**src/rtl/mem16k_arbiter_pkg.sv**
```systemverilog
// Shared types and constants for the 16 KB banked-memory arbiter.
// Address layout: addr[13:10] selects one of up to 16 1 KB groups.
package mem16k_arbiter_pkg;

   localparam int ADDR_W         = 14;
   localparam int DATA_W         = 32;
   localparam int GRP_LSB        = 10;
   localparam int GRP_MSB        = 13;
   localparam int MEM_LAT_DEF    = 2;
   localparam int NUM_GROUPS_DEF = 4;
   localparam int CNT_W          = 3;

   typedef enum logic [1:0] {
      ST_IDLE  = 2'd0,
      ST_ISSUE = 2'd1,
      ST_WAIT  = 2'd2,
      ST_RESP  = 2'd3
   } state_e;

   // True when the group-select field names a populated group.
   function automatic logic addr_in_range(input logic [ADDR_W-1:0] addr,
                                          input int                num_groups);
      return (int'(addr[GRP_MSB:GRP_LSB]) < num_groups);
   endfunction

endpackage

```
**src/rtl/mem16k_arbiter_if.sv**
```systemverilog
// One requester's request/response channel; the requester drives it through
// the master modport and the arbiter serves it through the slave modport.
interface mem16k_arbiter_if;
   import mem16k_arbiter_pkg::*;

   logic              req_valid;
   logic              req_ready;
   logic              req_we;
   logic [ADDR_W-1:0] req_addr;
   logic [DATA_W-1:0] req_wdata;
   logic              rsp_valid;
   logic              rsp_ready;
   logic [DATA_W-1:0] rsp_rdata;
   logic              rsp_err;

   modport master (
      output req_valid, req_we, req_addr, req_wdata, rsp_ready,
      input  req_ready, rsp_valid, rsp_rdata, rsp_err
   );

   modport slave (
      input  req_valid, req_we, req_addr, req_wdata, rsp_ready,
      output req_ready, rsp_valid, rsp_rdata, rsp_err
   );

endinterface

```
**src/rtl/mem16k_arbiter_rr_arb2.sv**
```systemverilog
// Two-way round-robin grant; the last winner only moves when a grant is
// actually taken, so a requester that drops out early does not lose its turn.
module rr_arb2 (
   input  logic       clk,
   input  logic       rst,
   input  logic [1:0] req_i,
   input  logic       hs_i,
   output logic [1:0] gnt_o
);

   logic last_q;
   logic last_d;

   // Grant selection: a lone requester wins, a tie goes to the one not served last.
   always_comb begin
      gnt_o = 2'b00;
      case (req_i)
         2'b01:   gnt_o = 2'b01;
         2'b10:   gnt_o = 2'b10;
         2'b11:   gnt_o = last_q ? 2'b01 : 2'b10;
         default: gnt_o = 2'b00;
      endcase
   end

   // Winner bookkeeping, updated only on a completed handshake.
   always_comb begin
      last_d = last_q;
      if (hs_i) begin
         last_d = gnt_o[1];
      end else begin
         last_d = last_q;
      end
   end

   // Last-grant register; reset to 1 so requester 0 wins the first tie.
   always_ff @(posedge clk) begin
      if (rst) begin
         last_q <= 1'b1;
      end else begin
         last_q <= last_d;
      end
   end

endmodule

```
**src/rtl/mem16k_arbiter.sv**
```systemverilog
// Round-robin arbiter/sequencer placing one request at a time on the banked
// memory, waiting the fixed read latency and holding the response until taken.
module mem16k_arbiter
   import mem16k_arbiter_pkg::*;
#(
   parameter int MEM_LAT    = MEM_LAT_DEF,
   parameter int NUM_GROUPS = NUM_GROUPS_DEF
) (
   input  logic              clk,
   input  logic              rst,
   mem16k_arbiter_if.slave   req0_if,
   mem16k_arbiter_if.slave   req1_if,
   output logic [ADDR_W-1:0] mem_addr_o,
   output logic [DATA_W-1:0] mem_data_in_o,
   output logic              mem_we_o,
   input  logic [DATA_W-1:0] mem_data_out_i
);

   localparam logic [1:0] S_IDLE  = ST_IDLE;
   localparam logic [1:0] S_ISSUE = ST_ISSUE;
   localparam logic [1:0] S_WAIT  = ST_WAIT;
   localparam logic [1:0] S_RESP  = ST_RESP;

   logic [1:0]        state_q, state_d;
   logic              owner_q, owner_d;
   logic              we_q, we_d;
   logic [CNT_W-1:0]  cnt_q, cnt_d;
   logic [ADDR_W-1:0] mem_addr_q, mem_addr_d;
   logic [DATA_W-1:0] mem_data_in_q, mem_data_in_d;
   logic              mem_we_q, mem_we_d;
   logic              rsp_valid_q, rsp_valid_d;
   logic [DATA_W-1:0] rdata_q, rdata_d;
   logic              err_q, err_d;

   logic [1:0]        req_valid_s;
   logic [1:0]        gnt_s;
   logic [1:0]        ready_s;
   logic              idle_s;
   logic              hs_s;
   logic              hs_owner_s;
   logic              hs_we_s;
   logic [ADDR_W-1:0] hs_addr_s;
   logic [DATA_W-1:0] hs_wdata_s;
   logic              hs_in_range_s;
   logic              rsp_ready_s;
   logic              rsp0_on_s;
   logic              rsp1_on_s;

   assign req_valid_s = {req1_if.req_valid, req0_if.req_valid};

   rr_arb2 u_arb (
      .clk   (clk),
      .rst   (rst),
      .req_i (req_valid_s),
      .hs_i  (hs_s),
      .gnt_o (gnt_s)
   );

   // A grant only exists for a valid requester, so any ready is a handshake.
   assign idle_s        = (state_q == S_IDLE);
   assign ready_s       = idle_s ? gnt_s : 2'b00;
   assign hs_s          = |ready_s;
   assign hs_owner_s    = gnt_s[1];
   assign hs_we_s       = hs_owner_s ? req1_if.req_we    : req0_if.req_we;
   assign hs_addr_s     = hs_owner_s ? req1_if.req_addr  : req0_if.req_addr;
   assign hs_wdata_s    = hs_owner_s ? req1_if.req_wdata : req0_if.req_wdata;
   assign hs_in_range_s = addr_in_range(hs_addr_s, NUM_GROUPS);
   assign rsp_ready_s   = owner_q ? req1_if.rsp_ready : req0_if.rsp_ready;

   // Sequencer next-state: accept in IDLE, one ISSUE cycle, fixed WAIT, hold in RESP.
   always_comb begin
      state_d       = state_q;
      owner_d       = owner_q;
      we_d          = we_q;
      cnt_d         = cnt_q;
      mem_addr_d    = mem_addr_q;
      mem_data_in_d = mem_data_in_q;
      mem_we_d      = 1'b0;
      rsp_valid_d   = rsp_valid_q;
      rdata_d       = rdata_q;
      err_d         = err_q;
      case (state_q)
         S_IDLE: begin
            if (hs_s) begin
               owner_d = hs_owner_s;
               we_d    = hs_we_s;
               if (hs_in_range_s) begin
                  mem_addr_d    = hs_addr_s;
                  mem_data_in_d = hs_wdata_s;
                  mem_we_d      = hs_we_s;
                  state_d       = S_ISSUE;
               end else begin
                  // Unpopulated group: answer at once, memory stays untouched.
                  rsp_valid_d = 1'b1;
                  rdata_d     = {DATA_W{1'b0}};
                  err_d       = 1'b1;
                  state_d     = S_RESP;
               end
            end else begin
               state_d = S_IDLE;
            end
         end
         S_ISSUE: begin
            cnt_d   = CNT_W'(MEM_LAT);
            state_d = S_WAIT;
         end
         S_WAIT: begin
            if (cnt_q == CNT_W'(1)) begin
               rdata_d     = we_q ? {DATA_W{1'b0}} : mem_data_out_i;
               err_d       = 1'b0;
               rsp_valid_d = 1'b1;
               state_d     = S_RESP;
            end else begin
               cnt_d   = cnt_q - CNT_W'(1);
               state_d = S_WAIT;
            end
         end
         S_RESP: begin
            if (rsp_ready_s) begin
               rsp_valid_d = 1'b0;
               rdata_d     = {DATA_W{1'b0}};
               err_d       = 1'b0;
               state_d     = S_IDLE;
            end else begin
               state_d = S_RESP;
            end
         end
         default: begin
            state_d = S_IDLE;
         end
      endcase
   end

   // State and output registers with synchronous reset.
   always_ff @(posedge clk) begin
      if (rst) begin
         state_q       <= S_IDLE;
         owner_q       <= 1'b0;
         we_q          <= 1'b0;
         cnt_q         <= {CNT_W{1'b0}};
         mem_addr_q    <= {ADDR_W{1'b0}};
         mem_data_in_q <= {DATA_W{1'b0}};
         mem_we_q      <= 1'b0;
         rsp_valid_q   <= 1'b0;
         rdata_q       <= {DATA_W{1'b0}};
         err_q         <= 1'b0;
      end else begin
         state_q       <= state_d;
         owner_q       <= owner_d;
         we_q          <= we_d;
         cnt_q         <= cnt_d;
         mem_addr_q    <= mem_addr_d;
         mem_data_in_q <= mem_data_in_d;
         mem_we_q      <= mem_we_d;
         rsp_valid_q   <= rsp_valid_d;
         rdata_q       <= rdata_d;
         err_q         <= err_d;
      end
   end

   assign rsp0_on_s = rsp_valid_q & ~owner_q;
   assign rsp1_on_s = rsp_valid_q &  owner_q;

   assign req0_if.req_ready = ready_s[0];
   assign req0_if.rsp_valid = rsp0_on_s;
   assign req0_if.rsp_rdata = rsp0_on_s ? rdata_q : {DATA_W{1'b0}};
   assign req0_if.rsp_err   = rsp0_on_s & err_q;

   assign req1_if.req_ready = ready_s[1];
   assign req1_if.rsp_valid = rsp1_on_s;
   assign req1_if.rsp_rdata = rsp1_on_s ? rdata_q : {DATA_W{1'b0}};
   assign req1_if.rsp_err   = rsp1_on_s & err_q;

   assign mem_addr_o    = mem_addr_q;
   assign mem_data_in_o = mem_data_in_q;
   assign mem_we_o      = mem_we_q;

endmodule

```
**src/flat_wrapper.sv**
```systemverilog
// flat-port wrapper written by rule: the top's interface ports become plain ports
module mem16k_arbiter_flat import mem16k_arbiter_pkg::*;
#(
   parameter int MEM_LAT    = MEM_LAT_DEF,
   parameter int NUM_GROUPS = NUM_GROUPS_DEF
)
  (clk, rst, mem_addr_o, mem_data_in_o, mem_we_o, mem_data_out_i, req0_if_req_valid, req0_if_req_we, req0_if_req_addr, req0_if_req_wdata, req0_if_rsp_ready, req0_if_req_ready, req0_if_rsp_valid, req0_if_rsp_rdata, req0_if_rsp_err, req1_if_req_valid, req1_if_req_we, req1_if_req_addr, req1_if_req_wdata, req1_if_rsp_ready, req1_if_req_ready, req1_if_rsp_valid, req1_if_rsp_rdata, req1_if_rsp_err);
  mem16k_arbiter_if req0_if_i ();
  mem16k_arbiter_if req1_if_i ();
  input  logic clk;
  input  logic rst;
  output logic [ADDR_W-1:0] mem_addr_o;
  output logic [DATA_W-1:0] mem_data_in_o;
  output logic mem_we_o;
  input  logic [DATA_W-1:0] mem_data_out_i;
  input wire logic [$bits(req0_if_i.req_valid)-1:0] req0_if_req_valid;
  input wire logic [$bits(req0_if_i.req_we)-1:0] req0_if_req_we;
  input wire logic [$bits(req0_if_i.req_addr)-1:0] req0_if_req_addr;
  input wire logic [$bits(req0_if_i.req_wdata)-1:0] req0_if_req_wdata;
  input wire logic [$bits(req0_if_i.rsp_ready)-1:0] req0_if_rsp_ready;
  output wire logic [$bits(req0_if_i.req_ready)-1:0] req0_if_req_ready;
  output wire logic [$bits(req0_if_i.rsp_valid)-1:0] req0_if_rsp_valid;
  output wire logic [$bits(req0_if_i.rsp_rdata)-1:0] req0_if_rsp_rdata;
  output wire logic [$bits(req0_if_i.rsp_err)-1:0] req0_if_rsp_err;
  input wire logic [$bits(req1_if_i.req_valid)-1:0] req1_if_req_valid;
  input wire logic [$bits(req1_if_i.req_we)-1:0] req1_if_req_we;
  input wire logic [$bits(req1_if_i.req_addr)-1:0] req1_if_req_addr;
  input wire logic [$bits(req1_if_i.req_wdata)-1:0] req1_if_req_wdata;
  input wire logic [$bits(req1_if_i.rsp_ready)-1:0] req1_if_rsp_ready;
  output wire logic [$bits(req1_if_i.req_ready)-1:0] req1_if_req_ready;
  output wire logic [$bits(req1_if_i.rsp_valid)-1:0] req1_if_rsp_valid;
  output wire logic [$bits(req1_if_i.rsp_rdata)-1:0] req1_if_rsp_rdata;
  output wire logic [$bits(req1_if_i.rsp_err)-1:0] req1_if_rsp_err;
  assign req0_if_i.req_valid = req0_if_req_valid;
  assign req0_if_i.req_we = req0_if_req_we;
  assign req0_if_i.req_addr = req0_if_req_addr;
  assign req0_if_i.req_wdata = req0_if_req_wdata;
  assign req0_if_i.rsp_ready = req0_if_rsp_ready;
  assign req0_if_req_ready = req0_if_i.req_ready;
  assign req0_if_rsp_valid = req0_if_i.rsp_valid;
  assign req0_if_rsp_rdata = req0_if_i.rsp_rdata;
  assign req0_if_rsp_err = req0_if_i.rsp_err;
  assign req1_if_i.req_valid = req1_if_req_valid;
  assign req1_if_i.req_we = req1_if_req_we;
  assign req1_if_i.req_addr = req1_if_req_addr;
  assign req1_if_i.req_wdata = req1_if_req_wdata;
  assign req1_if_i.rsp_ready = req1_if_rsp_ready;
  assign req1_if_req_ready = req1_if_i.req_ready;
  assign req1_if_rsp_valid = req1_if_i.rsp_valid;
  assign req1_if_rsp_rdata = req1_if_i.rsp_rdata;
  assign req1_if_rsp_err = req1_if_i.rsp_err;
  mem16k_arbiter #(.MEM_LAT(MEM_LAT), .NUM_GROUPS(NUM_GROUPS)) u_core (.clk(clk), .rst(rst), .req0_if(req0_if_i), .req1_if(req1_if_i), .mem_addr_o(mem_addr_o), .mem_data_in_o(mem_data_in_o), .mem_we_o(mem_we_o), .mem_data_out_i(mem_data_out_i));
endmodule
```
**config.mk**
```make
export PLATFORM = sky130hd
export DESIGN_NAME = mem16k_arbiter_flat
export DESIGN_NICKNAME = d
export VERILOG_FILES = /design/src/rtl/mem16k_arbiter_pkg.sv /design/src/rtl/mem16k_arbiter_if.sv /design/src/rtl/mem16k_arbiter_rr_arb2.sv /design/src/rtl/mem16k_arbiter.sv /design/src/flat_wrapper.sv
export SDC_FILE = /design/constraint.sdc
export NUM_CORES = 1
export LEC_CHECK = 0
export ABC_CLOCK_PERIOD_IN_PS = 4900
export CORE_ASPECT_RATIO = 0.75
export CORE_UTILIZATION = 40
export CTS_BUF_LIST = sky130_fd_sc_hd__clkbuf_16
export DETAILED_ROUTE_END_ITERATION = 12
export PLACE_DENSITY = 0.9
export SYNTH_ARGS = -nofsm -noshare
export SYNTH_HDL_FRONTEND = slang
export SYNTH_HIERARCHICAL = 1
export SYNTH_SLANG_ARGS = --single-unit
```
**constraint.sdc**
```tcl
create_clock -name clk -period 4.9 [get_ports clk]
set_clock_uncertainty 0.1 [all_clocks]
set_input_delay 0.735 -clock clk [delete_from_list [all_inputs] [get_ports clk]]
set_output_delay 0.735 -clock clk [all_outputs]
set_load 0.005 [all_outputs]
```
==> results.toml <==
[setup_path]
cpPeakStageDelay_ps = 800
ff2ff_path_depth = 6
r2r-end = "u_core/mem_data_in_o[8]"
r2r_slack_ps = 2490
cp.arrival_ps = 2440
path_cells = "buf_4 -> and2b_1 -> and2_1 -> clkdlybuf4s50_1"
crit_required_ps = 4070
rr_startpoint = "u_core/u_arb/last_q"
worstSetupPathType = "flop to primary output"
crit_path_start_kind = "flop"
slowest_stage = "and2b_1"
cp_max_fo = 37
critPathCaptureType = "primary output"

[logic_synthesis]
yosysWarnings = 6
async_flop_share_pct = 0
ys_seq_elements = 89
syn-cell-area_mm2 = 0.004414
synth_nets = 623
synth_cell_type_count = 38
avgSynthCellArea_um2 = 9.027
synth-edff-count = 0
ys.flop_type = "dfxtp_1"
seq_area_frac_synth_pct = 40.36
netlist_instances = 489

[pwr]
switchingPower_mw = 0.6005
p_leak_nw = 2.840
seq_power_share_pct = 39.9
p_sw_share_pct = 28.62
ir_drop_uv = 193.6
p_int_mw = 1.498
power_density_mw_per_mm2 = 290.2
total_power_mw = 2.098
p_clk_share_pct = 32.8
p_comb_share_pct = 27.3

[routing]
ant_nets = 0
drt_iter0_markers = 141
vias = 4264
firstDrtPassIters = 4
drcViolationCount = 0
wl_um = 13450
avgRoutedWirePerCell_um = 15.73
via_per_inst = 4.987

[clock_network]
cts_tree = "done"
postCtsSetupBuffers = 0
clkTransAtPathRegs_ps = 60
clk_latency_ps = 330
ctsResizeCount = 0
clk_path_buf_depth = 2
cts_buffers = 9
cts.hold.buffers_added = 0
cts_root_buf = "clkbuf_16"
clock-sinks = 89
h-tree-depth = 3

[final_layout]
utilization_pct = 68.92
instances_no_fill = 855
register_area_mm2 = 0.001782
diodes = 0
final_area_mm2 = 0.007229
final_nets = 848
drive_above_1_share_pct = 5.424
multiInputGateArea_mm2 = 0.002420
area_growth_pct = 63.78
fillCellCount = 812

[floorplan]
die_area_mm2 = 0.01146
fp.coreArea_mm2 = 0.01049
initial_utilization_pct = 42.08
ios = 249
rows = 32
die_height_um = 92.98
die_w_um = 123.3

[min_path]
min_path_type = "flop to flop"
hold_path_end = "u_core/mem_addr_o[12]"
holdCritStartpoint = "u_core/mem_addr_o[12]"
whs_path_depth = 1

[timing]
relSlewSlack_pct = 42.52
rsz0062_at_grt = "no"
fin_setup_tns_ps = 0
worst_slew_pin_slew_ps = 862.3
final_max_slew_viol_count = 0
fmax_ghz = 0.3055
min_period_ps = 3274
hold_viol = 0
finalCritPeriodShare_pct = 66.81
holdWs_ps = 379.4
setup_viol = 0
worst_slack_ps = 1626

[global_routing]
grt_max_degree = 50
grt_pass1_wl_um = 20610
grt_pass1_vias = 4226
grt_use_total_pct = 23.02
grt_antenna_before_repair = 0
overflow = 0

[status]
run_status = "finished, final reports clean"

[placement]
placed_area_mm2 = 0.006928
place_inst = 839
gp_congestion = 0.7973
dp_slack_ps = 1631
portBuffers = 248
hpwl_um = 10180

[job]
max_cap_viol_count = 0
-- kinds of logic after synthesis --
| logic type | count (synthesis) | share of synthesized area (%) |
|---|---|---|
| adders and majority gates | 2 | 0.5668 |
| DFF | 89 | 40.36 |
| muxes | 79 | 18.03 |
| buffers and inverters | 47 | 5.272 |
| AOI/OAI and AO/OA | 63 | 10.60 |
| and+or+nand+nor | 209 | 25.17 |
-- cells in the mapped netlist, types with 2 or more instances --
master | number | area (µm²)
and2_1 | 35 | 219.0
a21oi_1 | 7 | 35.03
and3_1 | 28 | 175.2
a211oi_1 | 45 | 337.8
nor2_1 | 53 | 198.9
mux2i_1 | 78 | 780.8
nand2b_1 | 34 | 212.7
clkbuf_1 | 26 | 97.59
inv_1 | 5 | 18.77
buf_2 | 12 | 60.06
nor2b_1 | 3 | 18.77
nor3b_1 | 4 | 30.03
dfxtp_1 | 89 | 1782
ha_1 | 2 | 25.02
buf_8 | 3 | 45.04
nand2_1 | 35 | 131.4
nor3_1 | 3 | 15.01
and3_2 | 5 | 37.54
or2_2 | 3 | 18.77
-- layout make-up --
type / instances / area share (%)
multi-input combinational: 353 / 33.47
clock inverter: 7 / 1.056
inverter: 5 / 0.2596
tap: 136 / 2.354
clock buffer: 9 / 3.115
sequential: 89 / 24.65
timing repair buffer: 256 / 35.10
-- per-layer routing --
| layer | GRT usage (%) | vias to the layer above | routed length [µm] |
|---|---|---|---|
| met2 | 40.64 | 132 | 6759 |
| met3 | 6.220 | 29 | 699 |
| met1 | 26.52 | 1969 | 5622 |
| met4 | 8.233 | 0 | 366 |
| met5 | 0 | - | 0 |
| li1 | - | 2134 | - |
-- power groups by stage --
stage	clock [mW]	combinational [mW]	sequential (mW)
after floorplan	0	0.330	0.840
after global placement	0	0.550	0.848
after detailed placement	0	0.571	0.853
after CTS	0.702	0.574	0.837
after global routing	0.737	0.619	0.847
final	0.689	0.572	0.837
-- how the worst max path moves through the flow --
| stage | startpoint | end | slack (ps) | depth (start not counted) |
|---|---|---|---|---|
| 2_1_floorplan | req1_if_req_valid | req1_if_req_ready | 2300 | 4 |
| 3_3_place_gp | req0_if_req_valid | req0_if_req_ready | 1740 | 5 |
| 3_5_place_dp | req1_if_req_valid | u_core/mem_addr_o[10] | 1630 | 7 |
| 4_1_cts | u_core/owner_q | req0_if_rsp_rdata[27] | 1590 | 4 |
| 5_1_grt | u_core/owner_q | req0_if_rsp_rdata[29] | 1450 | 4 |
| 6_report | u_core/owner_q | req0_if_rsp_rdata[1] | 1630 | 4 |
-- sequential cells by signal, indices dropped and copies added (netlist names) --
signal,count
u_core/owner_q,1
u_core/mem_we_o,1
u_core/err_q,1
u_core/rdata_q,32
u_core/u_arb/last_q,1
u_core/cnt_q,3
u_core/we_q,1
u_core/rsp_valid_q,1
u_core/mem_data_in_o,32
u_core/state_q,2
u_core/mem_addr_o,14
-- critical path, delay by kind of cell (launching register included) --
kind / cells / cell delay, ps
and+or+nand+nor: 2 / 1050
buffers and inverters: 2 / 740
DFF: 1 / 300
-- layout by cell type (no fill, tap or decap), types with 2 or more instances in the layout --
cell / netlist / final
ha_1: 2 / 2
a211oi_1: 45 / 45
nand2b_1: 34 / 34
nor2_1: 53 / 53
nor2b_1: 3 / 3
and3_2: 5 / 5
or2_2: 3 / 3
inv_6: 0 / 3
and3_1: 28 / 28
clkbuf_16: 0 / 9
mux2i_1: 78 / 78
buf_4: 0 / 8
inv_1: 5 / 5
clkdlybuf4s50_1: 0 / 247
nor3_1: 3 / 3
and2_1: 35 / 35
nand2_1: 35 / 35
nor3b_1: 4 / 4
a21oi_1: 7 / 7
dfxtp_1: 89 / 89
(Power assumes the default switching activity.)
